===== src/rtl/aukv_pkg.sv =====
// Shared constants for the aukv EX-side pipeline.
// ALU op encodings, widths and operand select codes.
package aukv_pkg;

  localparam int XLEN   = 32;
  localparam int REG_AW = 5;

  localparam logic [2:0] ALU_ADD = 3'd0;
  localparam logic [2:0] ALU_SUB = 3'd1;
  localparam logic [2:0] ALU_OR  = 3'd2;
  localparam logic [2:0] ALU_AND = 3'd3;
  localparam logic [2:0] ALU_XOR = 3'd4;
  localparam logic [2:0] ALU_SLL = 3'd5;
  localparam logic [2:0] ALU_SRA = 3'd6;
  localparam logic [2:0] ALU_SRL = 3'd7;

  localparam logic SEL_A_RS1 = 1'b0;
  localparam logic SEL_A_PC  = 1'b1;
  localparam logic SEL_B_RS2 = 1'b0;
  localparam logic SEL_B_IMM = 1'b1;

  function automatic logic is_shift(
    input logic [2:0] op
  );
    return (op == ALU_SLL) ||
           (op == ALU_SRA) ||
           (op == ALU_SRL);
  endfunction

endpackage


===== src/rtl/aukv_fwd_mux.sv =====
// Per-source operand forwarding mux.
// x0 reads zero; MEM beats WB beats regfile.
module aukv_fwd_mux #(
  parameter int XLEN   = 32,
  parameter int REG_AW = 5,
  parameter bit FWD_EN = 1'b1
) (
  input  logic [REG_AW-1:0] src_addr,
  input  logic [XLEN-1:0]   rf_data,
  input  logic              mem_wr_en,
  input  logic [REG_AW-1:0] mem_rd_addr,
  input  logic [XLEN-1:0]   mem_rd_data,
  input  logic              wb_wr_en,
  input  logic [REG_AW-1:0] wb_rd_addr,
  input  logic [XLEN-1:0]   wb_rd_data,
  output logic [XLEN-1:0]   fwd_data
);

  logic mem_hit;
  logic wb_hit;

  assign mem_hit = FWD_EN & mem_wr_en &
                   (mem_rd_addr == src_addr);
  assign wb_hit  = FWD_EN & wb_wr_en &
                   (wb_rd_addr == src_addr);

  // pick the youngest producer of the source
  always_comb begin
    fwd_data = rf_data;
    if (src_addr == '0)
      fwd_data = '0;
    else if (mem_hit)
      fwd_data = mem_rd_data;
    else if (wb_hit)
      fwd_data = wb_rd_data;
  end

endmodule


===== src/rtl/aukv_ex_operand_stage.sv =====
// ID/EX register with operand select.
// Forwarding, load-use stall, flush, back-pressure.
module aukv_ex_operand_stage #(
  parameter int XLEN   = 32,
  parameter int REG_AW = 5,
  parameter bit FWD_EN = 1'b1
) (
  input  logic              i_clk,
  input  logic              i_rst,
  input  logic              i_id_valid,
  output logic              o_id_ready,
  input  logic [2:0]        i_id_op,
  input  logic [REG_AW-1:0] i_id_rs1_addr,
  input  logic [REG_AW-1:0] i_id_rs2_addr,
  input  logic [REG_AW-1:0] i_id_rd_addr,
  input  logic [XLEN-1:0]   i_id_rs1_data,
  input  logic [XLEN-1:0]   i_id_rs2_data,
  input  logic [XLEN-1:0]   i_id_imm,
  input  logic [XLEN-1:0]   i_id_pc,
  input  logic              i_id_sel_a,
  input  logic              i_id_sel_b,
  input  logic              i_id_wr_en,
  input  logic              i_id_is_load,
  input  logic              i_mem_wr_en,
  input  logic [REG_AW-1:0] i_mem_rd_addr,
  input  logic [XLEN-1:0]   i_mem_rd_data,
  input  logic              i_wb_wr_en,
  input  logic [REG_AW-1:0] i_wb_rd_addr,
  input  logic [XLEN-1:0]   i_wb_rd_data,
  input  logic              i_flush,
  input  logic              i_ex_ready,
  output logic              o_ex_valid,
  output logic [2:0]        o_alu_op,
  output logic [XLEN-1:0]   o_alu_a,
  output logic [XLEN-1:0]   o_alu_b,
  output logic [XLEN-1:0]   o_ex_rs2,
  output logic [REG_AW-1:0] o_ex_rd_addr,
  output logic              o_ex_wr_en,
  output logic              o_ex_is_load
);

  import aukv_pkg::*;

  logic            advance;
  logic            hazard;
  logic            transfer;
  logic            ex_hit;
  logic            mem_hit;
  logic            wb_hit;
  logic [XLEN-1:0] rs1_fwd;
  logic [XLEN-1:0] rs2_fwd;
  logic [XLEN-1:0] a_nxt;
  logic [XLEN-1:0] b_nxt;

  // rs2 always counts as used: it is store data
  function automatic logic uses(
    input logic [REG_AW-1:0] rd
  );
    return (rd != '0) &&
      (((i_id_sel_a == SEL_A_RS1) &&
        (i_id_rs1_addr == rd)) ||
       (i_id_rs2_addr == rd));
  endfunction

  aukv_fwd_mux #(
    .XLEN(XLEN), .REG_AW(REG_AW), .FWD_EN(FWD_EN)
  ) u_fwd_rs1 (
    .src_addr    (i_id_rs1_addr),
    .rf_data     (i_id_rs1_data),
    .mem_wr_en   (i_mem_wr_en),
    .mem_rd_addr (i_mem_rd_addr),
    .mem_rd_data (i_mem_rd_data),
    .wb_wr_en    (i_wb_wr_en),
    .wb_rd_addr  (i_wb_rd_addr),
    .wb_rd_data  (i_wb_rd_data),
    .fwd_data    (rs1_fwd)
  );

  aukv_fwd_mux #(
    .XLEN(XLEN), .REG_AW(REG_AW), .FWD_EN(FWD_EN)
  ) u_fwd_rs2 (
    .src_addr    (i_id_rs2_addr),
    .rf_data     (i_id_rs2_data),
    .mem_wr_en   (i_mem_wr_en),
    .mem_rd_addr (i_mem_rd_addr),
    .mem_rd_data (i_mem_rd_data),
    .wb_wr_en    (i_wb_wr_en),
    .wb_rd_addr  (i_wb_rd_addr),
    .wb_rd_data  (i_wb_rd_data),
    .fwd_data    (rs2_fwd)
  );

  assign ex_hit  = o_ex_valid & o_ex_wr_en &
                   uses(o_ex_rd_addr);
  assign mem_hit = i_mem_wr_en & uses(i_mem_rd_addr);
  assign wb_hit  = i_wb_wr_en & uses(i_wb_rd_addr);

  // without forwarding any in-flight writer stalls
  assign hazard = FWD_EN ? (ex_hit & o_ex_is_load)
                         : (ex_hit | mem_hit | wb_hit);

  assign advance    = ~o_ex_valid | i_ex_ready;
  assign o_id_ready = advance & ~hazard;
  assign transfer   = i_id_valid & o_id_ready & ~i_flush;

  // operand select; shifts only see shamt bits
  always_comb begin
    a_nxt = (i_id_sel_a == SEL_A_PC) ? i_id_pc : rs1_fwd;
    b_nxt = (i_id_sel_b == SEL_B_IMM) ? i_id_imm : rs2_fwd;
    if (is_shift(i_id_op))
      b_nxt[XLEN-1:5] = '0;
  end

  // pipeline register: load, bubble or hold
  always_ff @(posedge i_clk or posedge i_rst) begin
    if (i_rst) begin
      o_ex_valid   <= 1'b0;
      o_alu_op     <= '0;
      o_alu_a      <= '0;
      o_alu_b      <= '0;
      o_ex_rs2     <= '0;
      o_ex_rd_addr <= '0;
      o_ex_wr_en   <= 1'b0;
      o_ex_is_load <= 1'b0;
    end else if (i_flush) begin
      o_ex_valid   <= 1'b0;
    end else if (transfer) begin
      o_ex_valid   <= 1'b1;
      o_alu_op     <= i_id_op;
      o_alu_a      <= a_nxt;
      o_alu_b      <= b_nxt;
      o_ex_rs2     <= rs2_fwd;
      o_ex_rd_addr <= i_id_rd_addr;
      o_ex_wr_en   <= i_id_wr_en;
      o_ex_is_load <= i_id_is_load;
    end else if (advance) begin
      o_ex_valid   <= 1'b0;
    end
  end

endmodule

===== config.mk =====
export PLATFORM = sky130hd
export DESIGN_NAME = aukv_ex_operand_stage
export DESIGN_NICKNAME = d
export VERILOG_FILES = /design/src/rtl/aukv_pkg.sv /design/src/rtl/aukv_fwd_mux.sv /design/src/rtl/aukv_ex_operand_stage.sv
export SDC_FILE = /design/constraint.sdc
export NUM_CORES = 1
export LEC_CHECK = 0
export BUFFER_PORTS_ARGS = -buffer_cell sky130_fd_sc_hd__buf_4
export CAP_MARGIN = 20
export CORE_MARGIN = 10
export CORE_UTILIZATION = 25
export DETAILED_ROUTE_END_ITERATION = 6
export SKIP_CTS_REPAIR_TIMING = 1
export SYNTH_ARGS = -nofsm -noshare
export SYNTH_HDL_FRONTEND = slang
export SYNTH_SLANG_ARGS = --single-unit

===== constraint.sdc =====
create_clock -name i_clk -period 3.5 [get_ports i_clk]
set_input_delay 0.35 -clock i_clk [delete_from_list [all_inputs] [get_ports i_clk]]
set_output_delay 0.35 -clock i_clk [all_outputs]
set_load 0.1 [all_outputs]

* Word level (Yosys, flattened, before mapping)
Cells that the tools add are included.
** Word-level totals
- Input port bits :: 231
- Register bits after elaboration :: 107
- Logic and storage cells :: 54
- Output and inout port bits :: 108
** Cells by class
- Eq/ne operators :: 9
- Bitwise gates (word level) :: 15
- Reduce and logical (&&, ||, !) cells :: 10
- Mux-type cells :: 12
** Operator list (count)
- two-way mux 32 bit :: 8
- equality test 5 bit :: 6
- two-way mux 27 bit :: 1
- AND 1 bit :: 10
- zero test 5 bit :: 2
- equality test 3 bit (second input constant) :: 3
- nonzero test 5 bit :: 1
- inverter 1 bit :: 4
- logical OR 1 bit :: 3
- two-way mux 1 bit :: 3
- nonzero test 3 bit :: 1
- logical AND 1 bit :: 2
- AND reduction 2 bit :: 1
- bitwise OR 1 bit :: 1

* Logic depth before layout (Yosys ltp)
- Depth after elaboration :: 12
- Gate-level depth with buffers :: 8
- Depth with buffers taken out :: 5

* Modules after synthesis
Synthesis repeated with hierarchy kept, for this count alone.
** Second synthesis, totals
- Cell total of the unflattened synthesis :: 720
- Area total of the unflattened synthesis :: 7377.1 sq um
** By module, submodules not included
- aukv_ex_operand_stage :: seq. area each 2677.6 sq um, area an instance 4874.7 sq um, cells each 328, instances 1
- aukv_fwd_mux :: seq. area each 0.0 sq um, area an instance 1251.2 sq um, cells each 196, instances 2

* Least setup slack after synthesis
No wires, ideal clock.
- Path kind :: flip-flop to output port
- Start :: register o_ex_rd_addr[2]
- End :: output port o_id_ready
- Buffers on the path :: 1
- Slack :: 387 ps
- Data required time :: 3150 ps
- Cell stages (with the launch flop) :: 6
- Arrival time :: 2763 ps
- Cell sequence :: dfrtp_1 > or4_4 > o2111a_2 > nand2_1 > buf_2 > and2_1
** On the way
- Word-level cells in the longest chain between the ends :: 8
- Elaborated cells between the ends (all ways) :: 10
- Classes of those cells :: eq/ne: 2; bitwise: 4; reduce/logical: 4
** RTL lines
- start, declared :: RTL line aukv_ex_operand_stage.sv:37 : output logic [REG_AW-1:0] o_ex_rd_addr,
- start signal, assigned :: RTL line aukv_ex_operand_stage.sv:133 : o_ex_rd_addr <= i_id_rd_addr;
- equality test 5 bit :: RTL line aukv_ex_operand_stage.sv:61 : (i_id_rs1_addr == rd)) ||
- logical AND 1 bit :: RTL line aukv_ex_operand_stage.sv:60 : (((i_id_sel_a == SEL_A_RS1) &&
- logical OR 1 bit :: RTL line aukv_ex_operand_stage.sv:61
- logical AND 1 bit (*) :: RTL line aukv_ex_operand_stage.sv:59 : return (rd != '0) &&
- AND 1 bit (*) :: RTL line aukv_ex_operand_stage.sv:93 : assign ex_hit = o_ex_valid & o_ex_wr_en &
- AND 1 bit (*) :: RTL line aukv_ex_operand_stage.sv:99 : assign hazard = FWD_EN ? (ex_hit & o_ex_is_load)
- inverter 1 bit (*) :: RTL line aukv_ex_operand_stage.sv:103 : assign o_id_ready = advance & ~hazard;
- AND 1 bit (*) :: RTL line aukv_ex_operand_stage.sv:103
- end, declared :: RTL line aukv_ex_operand_stage.sv:11 : output logic o_id_ready,
Every way passes the cells marked *; elsewhere a longest branch is shown, timed or not.

* Final worst setup path
- Start :: register o_ex_rd_addr[1]
- End :: output port o_id_ready
Same word-level chain as after synthesis.

==> impl_metrics.csv <==
group,metric,value,unit
synth,synthFlopType,"dfrtp_1",
synth,synth_top_area_cell,"dfrtp_1",
power_and_ir_drop,p_per_area,535,mW/mm2
clock_network,cts.htree.levels,3,
global_routing,grt_max_degree,65,
routing,ant_nets,0,
power_and_ir_drop,pwr-share-comb,0.524,
synth,synth-seq-cells,107,
critical_path,r2r_slack,0.93,ns
synth,syn_area_per_cell,9.05,um2
placement,dp_hpwl,28300,um
routing,routed_via_density,5.57,
power_and_ir_drop,p_sw,0.00295,W
timing,setup_viol,0,
synth,synth_enable_flop_cells,0,
global_routing,gr-max-usage-layer,"met2",
critical_path,cp-start-kind,"register",
clock_network,max-clock-path-buffers,2,
placement,dp.cells,1482,
synth,netlist_top_cells_area,"dfrtp_1 36%, a21boi_0 5.9%, o31ai_1 5.9%, inv_1 4.9%, and3_1 4.9%",
global_routing,met1_usage,0.250,
power_and_ir_drop,p_clk_frac,0.196,
critical_path,critPathRequiredTime,3.15,ns
critical_path,worstPathMaxFanout,6,
hold_path,hp-class,"primary input to asynchronous set/reset pin",
critical_path,r2r-end,"o_alu_b[17]",
routing,routedWlPerCell,25.3,um
placement,gp_congestion,0.863,
global_routing,gr-usage-all-layers,0.196,
timing,period_needed,2.71,ns
timing,rsz0062_at_grt,"no",
clock_network,cts_tree,"yes",
routing,drt_iter0_drc,497,
routing,vias,8351,
power_and_ir_drop,switching_share,0.515,
synth,ys_types,50,
placement,portBuffers,338,
global_routing,use_met3,0.0551,
floorplanning,start_util,0.255,
layout,mostFrequentLayoutCells,"365 x buf_4, 107 x dfrtp_1, 96 x inv_1",
power_and_ir_drop,irDropWorstVdd,272,uV
flow_run,cap_violations,0,
synth,synth.top_cell.area_share,0.361,
timing,tightest_slew,0.946,ns
floorplanning,core_area,0.0290,mm2
layout,design_area,0.0107,mm2
floorplanning,std_cell_rows,62,
power_and_ir_drop,p_leak,5.03,nW
routing,drcViolationCount,0,
timing,fin_skew,0.0124,ns
global_routing,grt-ovfl-total,0,
floorplanning,chipWidth,192,um
layout,final_common_cell,"buf_4",
run_status,outcome,"completed",
clock_network,path_clk_slew,0.08,ns
clock_network,cts.sinks,107,
synth,syn_inst,819,
layout,drive_above_1_share,0.379,
critical_path,worst_setup_path_end_kind,"output pin",
placement,place_area,0.0104,mm2
global_routing,grt_pass1_vias,8640,
layout,finalNonFillerCells,1498,
synth,ys_seq_area_frac,0.361,
clock_network,clk_latency,0.35,ns
timing,finalSetupTns,0,ns
timing,finalHoldViolCount,0,
critical_path,r2r-start,"o_ex_valid",
timing,whs,0.108,ns
critical_path,cp.arrival,2.36,ns
timing,fmax,369,MHz
timing,slew_headroom,0.368,
critical_path,crit_type,"register to output pin",
timing,slew_viol_final,0,
global_routing,grt_pass1_wl,55100,um
floorplanning,num_io_pins,339,
power_and_ir_drop,p_int,0.00278,W
layout,n_antenna_cell,0,
routing,drt-pass1-iter-count,5,
power_and_ir_drop,report.power.total,0.00572,W
floorplanning,dieArea,0.0369,mm2
power_and_ir_drop,seq_power_share,0.280,
global_routing,globalRouteMet2Util,0.318,
layout,final_nets,1340,
global_routing,grt_antenna_before_repair,0,
timing,finalCritPeriodShare,0.773,
floorplanning,die_h,192,um
layout,syn_to_final_growth,44.3,%
synth,ys.warnings.count,0,
routing,totalWireLength,38000,um
synth,synth_nets,1050,
synth,syn_area,0.00741,mm2
synth,async_reset_ff_frac,1.00,
critical_path,worstRegToRegCells,6,
clock_network,cts-buffers-inserted,9,
clock_network,clockRootBuffer,"clkbuf_16",
## cell usage after synthesis (5+ instances only)
library cell    n
o2111ai_1      27
buf_6           5
inv_1          97
a311o_1         5
buf_2          11
o221ai_1       27
clkbuf_1       69
o31ai_1        58
or3_1          26
a21boi_0       58
o21ai_0         7
a21oi_1        37
a32oi_1        37
nor3_1          6
a22o_1         27
a311oi_1        5
a31oi_1        33
nand3_1         7
dfrtp_1       107
xor2_1          9
o31a_1         26
mux2_2         13
and3_1         58
xnor2_1        21
## logic make-up after synthesis
group | after synthesis | synth area share
AND/OR/NAND/NOR | 123 | 0.102
buffers and inverters | 186 | 0.102
flip-flops | 107 | 0.361
multiplexers | 15 | 0.0238
XOR/XNOR | 30 | 0.0355
AO/OA/AOI/OAI | 358 | 0.375
## power by group through the flow
stage	Combinational [W]	Sequential, W	Clock, W
finish	0.00300	0.00160	0.00112
detailed placement	0.00301	0.00162	0
global route	0.00311	0.00163	0.00120
CTS	0.00301	0.00160	0.00116
global placement	0.00300	0.00162	0
floorplan	0.000568	0.00316	0
## worst max path at each step
stage,from,endpoint,slack (ns),cells after the start
3_3_place_gp,i_id_rs2_addr[2],o_alu_b[16],0.91,7
6_report,o_ex_rd_addr[1],o_id_ready,0.79,6
3_5_place_dp,i_id_rs2_addr[4],o_alu_b[16],0.87,7
2_1_floorplan,i_rst,o_alu_a[0],0.33,1
4_1_cts,o_ex_rd_addr[1],o_id_ready,0.76,6
5_1_grt,o_ex_rd_addr[1],o_id_ready,0.65,6
## worst max-delay path, cell delays in order (launching register included)
cell and delay, ns:
dfrtp_1 0.49, xnor2_1 0.19, nand4_1 0.14, o32ai_2 0.56, nand2_2 0.19, and2_1 0.21
buf_4 0.23
## registers in the layout (all words and copies together), names as in the netlist
name / cells
o_alu_op: 3
o_ex_rd_addr: 5
o_ex_is_load: 1
o_alu_a: 32
o_ex_wr_en: 1
o_ex_rs2: 32
o_alu_b: 32
o_ex_valid: 1
## through the flow
stage / util / setup slack (ns)
4_1_cts: 0.369 / 0.762
3_3_place_gp: 0.358 / 0.913
6_report: 0.369 / 0.793
5_1_grt: 0.369 / 0.654
2_1_floorplan: - / 0.333
3_5_place_dp: 0.358 / 0.874
## cell type report
| type | instances | area (um2) |
|---|---|---|
| Clock buffer | 11 | 243 |
| Clock inverter | 5 | 67.6 |
| Fill cell | 3071 | 18300 |
| Inverter | 97 | 367 |
| Multi-Input combinational cell | 526 | 4060 |
| Sequential cell | 107 | 2680 |
| Tap cell | 384 | 480 |
| Timing Repair Buffer | 368 | 2800 |
## routing by layer
layer	share of wire	vias to the layer above
met5	0	-
li1	-	3745
met2	0.46	491
met4	0.019	0
met3	0.10	46
met1	0.41	4069
Note: power is estimated with default switching activity, not from simulation.
